**config.mk**
```make
export PLATFORM = sky130hd
export DESIGN_NAME = nibble_serial_adder
export DESIGN_NICKNAME = d
export VERILOG_FILES = /design/src/rtl/nibble_serial_pkg.sv /design/src/rtl/carry_slice4.sv /design/src/rtl/nibble_serial_adder.sv
export SDC_FILE = /design/constraint.sdc
export NUM_CORES = 1
export LEC_CHECK = 0
export ABC_AREA = 1
export ABC_CLOCK_PERIOD_IN_PS = 2000
export CAP_MARGIN = 20
export CORE_MARGIN = 2
export CORE_UTILIZATION = 42
export CTS_CLUSTER_SIZE = 12
export DETAILED_ROUTE_END_ITERATION = 7
export PLACE_DENSITY = 0.8
export REMOVE_ABC_BUFFERS = 1
export SYNTH_ARGS = -nofsm -noshare
export SYNTH_HDL_FRONTEND = slang
export SYNTH_SLANG_ARGS = --single-unit
```
**constraint.sdc**
```tcl
create_clock -name CLK -period 2 [get_ports CLK]
set_input_delay 0.3 -clock CLK [delete_from_list [all_inputs] [get_ports CLK]]
set_output_delay 0.3 -clock CLK [all_outputs]
set_load 0.05 [all_outputs]
```
**src/rtl/nibble_serial_pkg.sv**
```systemverilog
// Shared types and helpers for the nibble-serial adder slice.
package nibble_serial_pkg;

    localparam int NIBBLE_W = 4;

    typedef enum logic {
        ST_IDLE,
        ST_RUN
    } state_t;

    function automatic int cnt_w(input int n);
        return (n <= 2) ? 1 : $clog2(n);
    endfunction

endpackage

```
**src/rtl/carry_slice4.sv**
```systemverilog
// Combinational 4-bit carry slice; also exposes the carry into bit 3 for overflow detection.
module carry_slice4
    import nibble_serial_pkg::*;
(
    input  logic [NIBBLE_W-1:0] A,
    input  logic [NIBBLE_W-1:0] B,
    input  logic                CIN,
    output logic [NIBBLE_W-1:0] S,
    output logic                COUT,
    output logic                C3
);

    logic [3:0] low3;
    logic [1:0] top;

    // Split at bit 3 so the MSB carry-in is directly observable.
    assign low3 = {1'b0, A[2:0]} + {1'b0, B[2:0]} + {3'b000, CIN};
    assign C3   = low3[3];
    assign top  = {1'b0, A[3]} + {1'b0, B[3]} + {1'b0, C3};

    assign S    = {top[0], low3[2:0]};
    assign COUT = top[1];

endmodule

```
**src/rtl/nibble_serial_adder.sv**
```systemverilog
// Multi-beat A+B+CIN adder, one nibble per beat LSB first, with a 1-deep valid/ready output register.
// Define SERIAL_ADDER_OVF_EN to register signed overflow on the final beat.
module nibble_serial_adder
    import nibble_serial_pkg::*;
#(
    parameter int NIBBLES = 4
) (
    input  logic                CLK,
    input  logic                RST,
    input  logic                START,
    input  logic                CIN_INIT,
    input  logic                IN_VALID,
    output logic                IN_READY,
    input  logic [NIBBLE_W-1:0] A,
    input  logic [NIBBLE_W-1:0] B,
    output logic                OUT_VALID,
    input  logic                OUT_READY,
    output logic [NIBBLE_W-1:0] S,
    output logic                OUT_LAST,
    output logic                COUT,
    output logic                OVF,
    output logic                BUSY
);

    localparam int             CW       = cnt_w(NIBBLES);
    localparam logic [CW-1:0]  LAST_CNT = CW'(NIBBLES - 1);

    state_t                state;
    logic                  carry;
    logic [CW-1:0]         cnt;
    logic [NIBBLE_W-1:0]   sum;
    logic                  c_out;
    logic                  c3;
    logic                  accept;
    logic                  is_last;

    carry_slice4 u_slice (
        .A    (A),
        .B    (B),
        .CIN  (carry),
        .S    (sum),
        .COUT (c_out),
        .C3   (c3)
    );

    assign IN_READY = (state == ST_RUN) && (!OUT_VALID || OUT_READY);
    assign accept   = IN_VALID && IN_READY;
    assign is_last  = (cnt == LAST_CNT);
    assign BUSY     = (state == ST_RUN);

    always_ff @(posedge CLK or posedge RST) begin
        if (RST) begin
            state     <= ST_IDLE;
            carry     <= 1'b0;
            cnt       <= '0;
            S         <= '0;
            COUT      <= 1'b0;
            OUT_LAST  <= 1'b0;
            OUT_VALID <= 1'b0;
        end else begin
            case (state)
                ST_IDLE: begin
                    if (START) begin
                        carry <= CIN_INIT;
                        cnt   <= '0;
                        state <= ST_RUN;
                    end
                end
                ST_RUN: begin
                    if (accept) begin
                        carry <= c_out;
                        if (is_last) begin
                            cnt   <= '0;
                            state <= ST_IDLE;
                        end else begin
                            cnt <= cnt + 1'b1;
                        end
                    end
                end
                default: state <= ST_IDLE;
            endcase

            // Output register: a new beat overwrites a draining one, so throughput is one per cycle.
            if (accept) begin
                S         <= sum;
                COUT      <= c_out;
                OUT_LAST  <= is_last;
                OUT_VALID <= 1'b1;
            end else if (OUT_READY) begin
                OUT_VALID <= 1'b0;
            end
        end
    end

`ifdef SERIAL_ADDER_OVF_EN
    always_ff @(posedge CLK or posedge RST) begin
        if (RST) begin
            OVF <= 1'b0;
        end else if (accept) begin
            OVF <= is_last && (c3 ^ c_out);
        end
    end
`else
    logic unused_c3;
    assign unused_c3 = c3;
    assign OVF       = 1'b0;
`endif

endmodule

```
* Word-level counts from Yosys, hierarchy flattened
Index checks and enable logic that the tools add are counted.
** Word-level totals
- Register bits :: 11
- Input port bits :: 14
- Output and inout port bits :: 10
- Logic and storage cells :: 35
** Operators by class
- $add $sub $neg :: 5
- Equal/unequal tests :: 3
- Multiplexer cells :: 13
- Bitwise gates (word level) :: 1
- Reductions and logical operators :: 6
** Operators by type and width (number)
- 2-to-1 mux 1 bit :: 7
- 2-to-1 mux 2 bit :: 3
- adder 3 x 3 -> 4 bit :: 1
- adder 4 x 1 -> 4 bit :: 1
- one-hot mux 1 bit (2 select lines) :: 2
- one-hot mux 2 bit (2 select lines) :: 1
- adder 1 x 1 -> 2 bit :: 1
- adder 2 x 1 -> 2 bit :: 1
- adder 2 x 1 -> 2 bit, second input constant :: 1
- == test 2 bit, second input constant :: 1
- logical AND 1 bit :: 2
- != test 2 x 1 -> 1 bit, second input constant :: 1
- != test 2 bit, second input constant :: 1
- AND reduction 2 bit :: 1
- nonzero test 2 bit :: 1
- zero test 1 bit :: 1
- logical OR 1 bit :: 1
- inverter 1 bit :: 1

* Logic depth before layout (Yosys ltp)
- Word-level depth :: 6
- Mapped depth :: 8
- Mapped depth without buffers :: 8

* By module
A second synthesis with hierarchy kept.
** Unflattened totals
- Cell total of the unflattened synthesis :: 83
- Area total of the unflattened synthesis :: 680.7 um2
** By module, submodules not included
- nibble_serial_adder :: times used 1, cells an instance 56, area each 505.5 um2
- carry_slice4 :: times used 1, cells an instance 27, area each 175.2 um2

* Worst setup path before layout
Ideal clock, no wire load.
- Path type :: in2reg
- From :: input port A[0]
- To :: register carry
- Arrival time :: 1.595 ns
- Setup slack :: 0.340 ns
- Stages :: 8
- Cell sequence :: inv_1 > fa_1 > nor2_1 > a211oi_1 > fa_1 > o21ai_0 > nand2_1 > nand2_1
** On the way
- Longest elaborated chain between the ends :: 5
** RTL lines
- start, declared :: line nibble_serial_adder.sv:14 : input logic [NIBBLE_W-1:0] A,
- adder 3 x 3 -> 4 bit :: line carry_slice4.sv:17 : assign low3 = {1'b0, A[2:0]} + {1'b0, B[2:0]} + {3'b000, CIN};
- adder 4 x 1 -> 4 bit :: line carry_slice4.sv:17
- adder 2 x 1 -> 2 bit :: line carry_slice4.sv:19 : assign top = {1'b0, A[3]} + {1'b0, B[3]} + {1'b0, C3};
- 2-to-1 mux 1 bit :: line nibble_serial_adder.sv:70 : if (accept) begin
- one-hot mux 1 bit (2 select lines) :: line nibble_serial_adder.sv:61 : case (state)
- end signal, assigned :: line nibble_serial_adder.sv:71 : carry <= c_out;
- end, declared :: line nibble_serial_adder.sv:29 : logic carry;
No other way between the ends. The select of a mux whose other input is x is not followed.
A chain may end at the register's enable or synchronous reset.

* Final worst setup path
- From :: input port A[0]
- To :: register S[2]
** On the way
- Longest elaborated chain between the ends :: 2
** RTL lines
- adder 3 x 3 -> 4 bit :: line carry_slice4.sv:17
- adder 4 x 1 -> 4 bit :: line carry_slice4.sv:17
- end signal, assigned :: line nibble_serial_adder.sv:85 : S <= sum;
- end, declared :: line nibble_serial_adder.sv:18 : output logic [NIBBLE_W-1:0] S,
No other way between the ends.

==> flow_results.xml <==
<?xml version="1.0" encoding="UTF-8"?>
<metrics>
  <group name="flow_run">
    <metric name="cap_viol_max_count" unit="">0</metric>
  </group>
  <group name="final_layout">
    <metric name="area.growth.synth_to_final" unit="%">43.5</metric>
    <metric name="most_common_library_cell_in_the_layout_ignoring_fill_and_taps" unit="">clkdlybuf4s50_1</metric>
    <metric name="final_design_area_no_fill" unit="um2">908</metric>
    <metric name="post_route_cells_drive_above_1_share" unit="%">16.1</metric>
    <metric name="fin_nets" unit="">114</metric>
    <metric name="num_antenna_cells" unit="">0</metric>
    <metric name="register_area" unit="um2">275</metric>
    <metric name="layout.cells.non_filler" unit="">109</metric>
    <metric name="area_occupied_by_multi_input_gates" unit="um2">304</metric>
    <metric name="layout.filler_cells" unit="">127</metric>
    <metric name="layout_common_cells" unit="">clkdlybuf4s50_1 (21), nand2_1 (19), dfrtp_1 (11)</metric>
  </group>
  <group name="global_routing">
    <metric name="grt_max_degree" unit="">17</metric>
    <metric name="grt.overflow.total" unit="">0</metric>
    <metric name="first_global_vias" unit="">559</metric>
    <metric name="antenna_found_initial" unit="">0</metric>
    <metric name="first_pass_grt_wire_length" unit="um">2240</metric>
    <metric name="grt_use_total" unit="%">16.8</metric>
  </group>
  <group name="yosys">
    <metric name="syn_area" unit="um2">633</metric>
    <metric name="syn_inst" unit="">67</metric>
    <metric name="synth_async_sr_flop_share" unit="%">100</metric>
    <metric name="ys_ff_latch" unit="">11</metric>
    <metric name="yosysSeqAreaShare" unit="%">43.5</metric>
    <metric name="dominantRegCellSynth" unit="">dfrtp_1</metric>
    <metric name="yosys.cell_types.count" unit="">20</metric>
    <metric name="number_of_enable_flip_flop_cells_after_synthesis" unit="">0</metric>
    <metric name="yosysWarningCount" unit="">0</metric>
    <metric name="postSynthAreaPerCell" unit="um2">9.45</metric>
  </group>
  <group name="sta">
    <metric name="timing.slew.headroom" unit="%">65.7</metric>
    <metric name="final_critical_path_setup_slack" unit="ps">83.5</metric>
    <metric name="timing.fmax" unit="MHz">522</metric>
    <metric name="maxSlewViolCount" unit="">0</metric>
    <metric name="hold-worst-slack" unit="ps">335</metric>
    <metric name="finClkSkew" unit="ps">3.58</metric>
    <metric name="rsz0062_at_grt" unit="">false</metric>
    <metric name="setup_viol" unit="">0</metric>
    <metric name="timing.final.crit_period" unit="ps">1920</metric>
    <metric name="tightest_slew" unit="ps">513</metric>
    <metric name="hold_viol" unit="">0</metric>
    <metric name="timing.final.crit_share" unit="%">95.8</metric>
  </group>
  <group name="worst_setup_path">
    <metric name="cell_by_cell_trace_of_the_critical_path" unit="">clkdlybuf4s50_1, inv_1, fa_1, buf_4, fa_1, xor2_1, o21ai_0</metric>
    <metric name="cp_data_arrival_time" unit="ps">2100</metric>
    <metric name="cp_slowest_stage_delay" unit="ps">470</metric>
    <metric name="cp_slowest_cell" unit="">clkdlybuf4s50_1</metric>
    <metric name="cpMostUsedCell" unit="">fa_1</metric>
    <metric name="start_kind" unit="">primary input</metric>
    <metric name="timing.critical_path.to_type" unit="">flop</metric>
    <metric name="path_delay_family" unit="">adder cells</metric>
    <metric name="crit_path_max_fanout" unit="">2</metric>
    <metric name="crit_type" unit="">in -&gt; reg</metric>
    <metric name="crit_buf_inv" unit="">3</metric>
    <metric name="data_required_time_of_the_worst_path" unit="ps">2180</metric>
  </group>
  <group name="clock_tree">
    <metric name="numClockSinks" unit="">11</metric>
    <metric name="post_cts_hold_buffer_count" unit="">0</metric>
    <metric name="tritoncts" unit="">built</metric>
    <metric name="ctsLongestPathBuffers" unit="">2</metric>
    <metric name="clock_latency" unit="ps">270</metric>
    <metric name="clkSlewWorstSetupHoldPaths" unit="ps">70</metric>
    <metric name="ctsRootBufferMaster" unit="">clkbuf_4</metric>
    <metric name="cts_buffers" unit="">3</metric>
    <metric name="post_cts_buffers" unit="">0</metric>
    <metric name="h-tree-depth" unit="">1</metric>
  </group>
  <group name="routing">
    <metric name="totalWireLength" unit="um">1300</metric>
    <metric name="vias" unit="">528</metric>
    <metric name="avgRoutedWirePerCell" unit="um">11.9</metric>
    <metric name="dr.first_iter.drc_count" unit="">12</metric>
    <metric name="drcViolationCount" unit="">0</metric>
    <metric name="firstDrtPassIters" unit="">4</metric>
    <metric name="route.detailed.vias_per_inst" unit="">4.84</metric>
    <metric name="route.antenna.remaining_nets" unit="">0</metric>
  </group>
  <group name="placed_design">
    <metric name="placement.setup.worst_slack" unit="ps">-206</metric>
    <metric name="dpl.hpwl" unit="um">988</metric>
    <metric name="port_buffers" unit="">22</metric>
    <metric name="post_dp_cell_area" unit="um2">880</metric>
    <metric name="dpl.cell_count" unit="">105</metric>
    <metric name="gpl.final_weighted_congestion" unit="">0.676</metric>
  </group>
  <group name="power_and_ir_drop">
    <metric name="power.leakage" unit="nW">0.449</metric>
    <metric name="p_per_area" unit="nW/um2">1470</metric>
    <metric name="irDropWorstVdd" unit="V">0.000826</metric>
    <metric name="power" unit="mW">1.33</metric>
  </group>
  <group name="die">
    <metric name="top_ports" unit="">24</metric>
    <metric name="chipHeight" unit="um">42.8</metric>
    <metric name="die_x" unit="um">42.8</metric>
    <metric name="die-area" unit="um2">1830</metric>
    <metric name="floorplan.initialDensity" unit="%">43.5</metric>
    <metric name="placeableCoreArea" unit="um2">1450</metric>
    <metric name="placementRows" unit="">14</metric>
  </group>
  <group name="run_status">
    <metric name="status" unit="">complete, no violations</metric>
  </group>
  <group name="worst_hold_path">
    <metric name="hold_class" unit="">in -&gt; async</metric>
  </group>
</metrics>
## cell type report
cell class / instances / area share, %
Clock buffer: 4 / 2.89
Sequential cell: 11 / 30.3
Timing Repair Buffer: 24 / 27.0
Inverter: 10 / 4.13
Tap cell: 16 / 2.20
Multi-Input combinational cell: 44 / 33.5
## flip-flops by register name, summed over array words and instances (netlist names)
name and cells:
S 4, OUT_LAST 1, cnt 2, carry 1, COUT 1, BUSY 1
OUT_VALID 1
## kinds of logic (layout without fill, tap and decap cells)
kind of cell	count (synthesis)	count (layout)	share of synthesized area, %
AOI/OAI and AO/OA	8	8	9.68
xor gates and xnor gates	1	1	1.38
adders and majority gates	6	6	15.4
buffers and inverters	12	38	8.89
DFF	11	11	43.5
other	1	1	0.592
and+or+nand+nor	28	28	20.6
## synthesized netlist by cell type, types with 2 or more instances
master	n	area, um2
nand3_1	4	20.0
ha_1	3	37.5
o21ai_0	2	10.0
inv_1	9	33.8
fa_1	3	60.1
o21ai_2	4	35.0
nand2_1	19	71.3
dfrtp_1	11	275
## stage by stage
step	TNS [ps]	utilization, %
2_1_floorplan	0	-
3_3_place_gp	-468	60.5
3_5_place_dp	-674	60.5
4_1_cts	0	62.3
5_1_grt	0	62.5
6_report	0	62.5
## path summary, 6_finish.rpt
check	from	to	slack (ps)	cells after the start
min	RST	carry	330	2
max reg2reg	carry	S[2]	290	6
min reg2reg	OUT_LAST	OUT_LAST	470	2
max in group asynchronous	RST	BUSY	1350	2
max	A[0]	S[2]	80	7
min in group CLK	OUT_LAST	OUT_LAST	470	2
## power breakdown
| group | switching (mW) | internal [mW] | leakage, nW |
|---|---|---|---|
| clock | 0.0753 | 0.0771 | 0.0150 |
| combinational | 0.500 | 0.292 | 0.300 |
| sequential | 0.0673 | 0.321 | 0.135 |
| total | 0.642 | 0.690 | 0.449 |
## what timing repair did
| item | CTS | global route |
|---|---|---|
| setup endpoints to repair | 0 | 1 |
| endpoints found under the hold margin | 0 | 0 |
| gates resized for setup | 0 | 2 |
## layer usage
layer	track usage [%]	up-vias	routed length, um
met2	27.9	20	588
li1	-	259	-
met5	0	-	0
met3	4.26	4	85
met1	19.6	245	589
met4	9.38	0	31
Note: power is estimated with default switching activity, not from simulation.
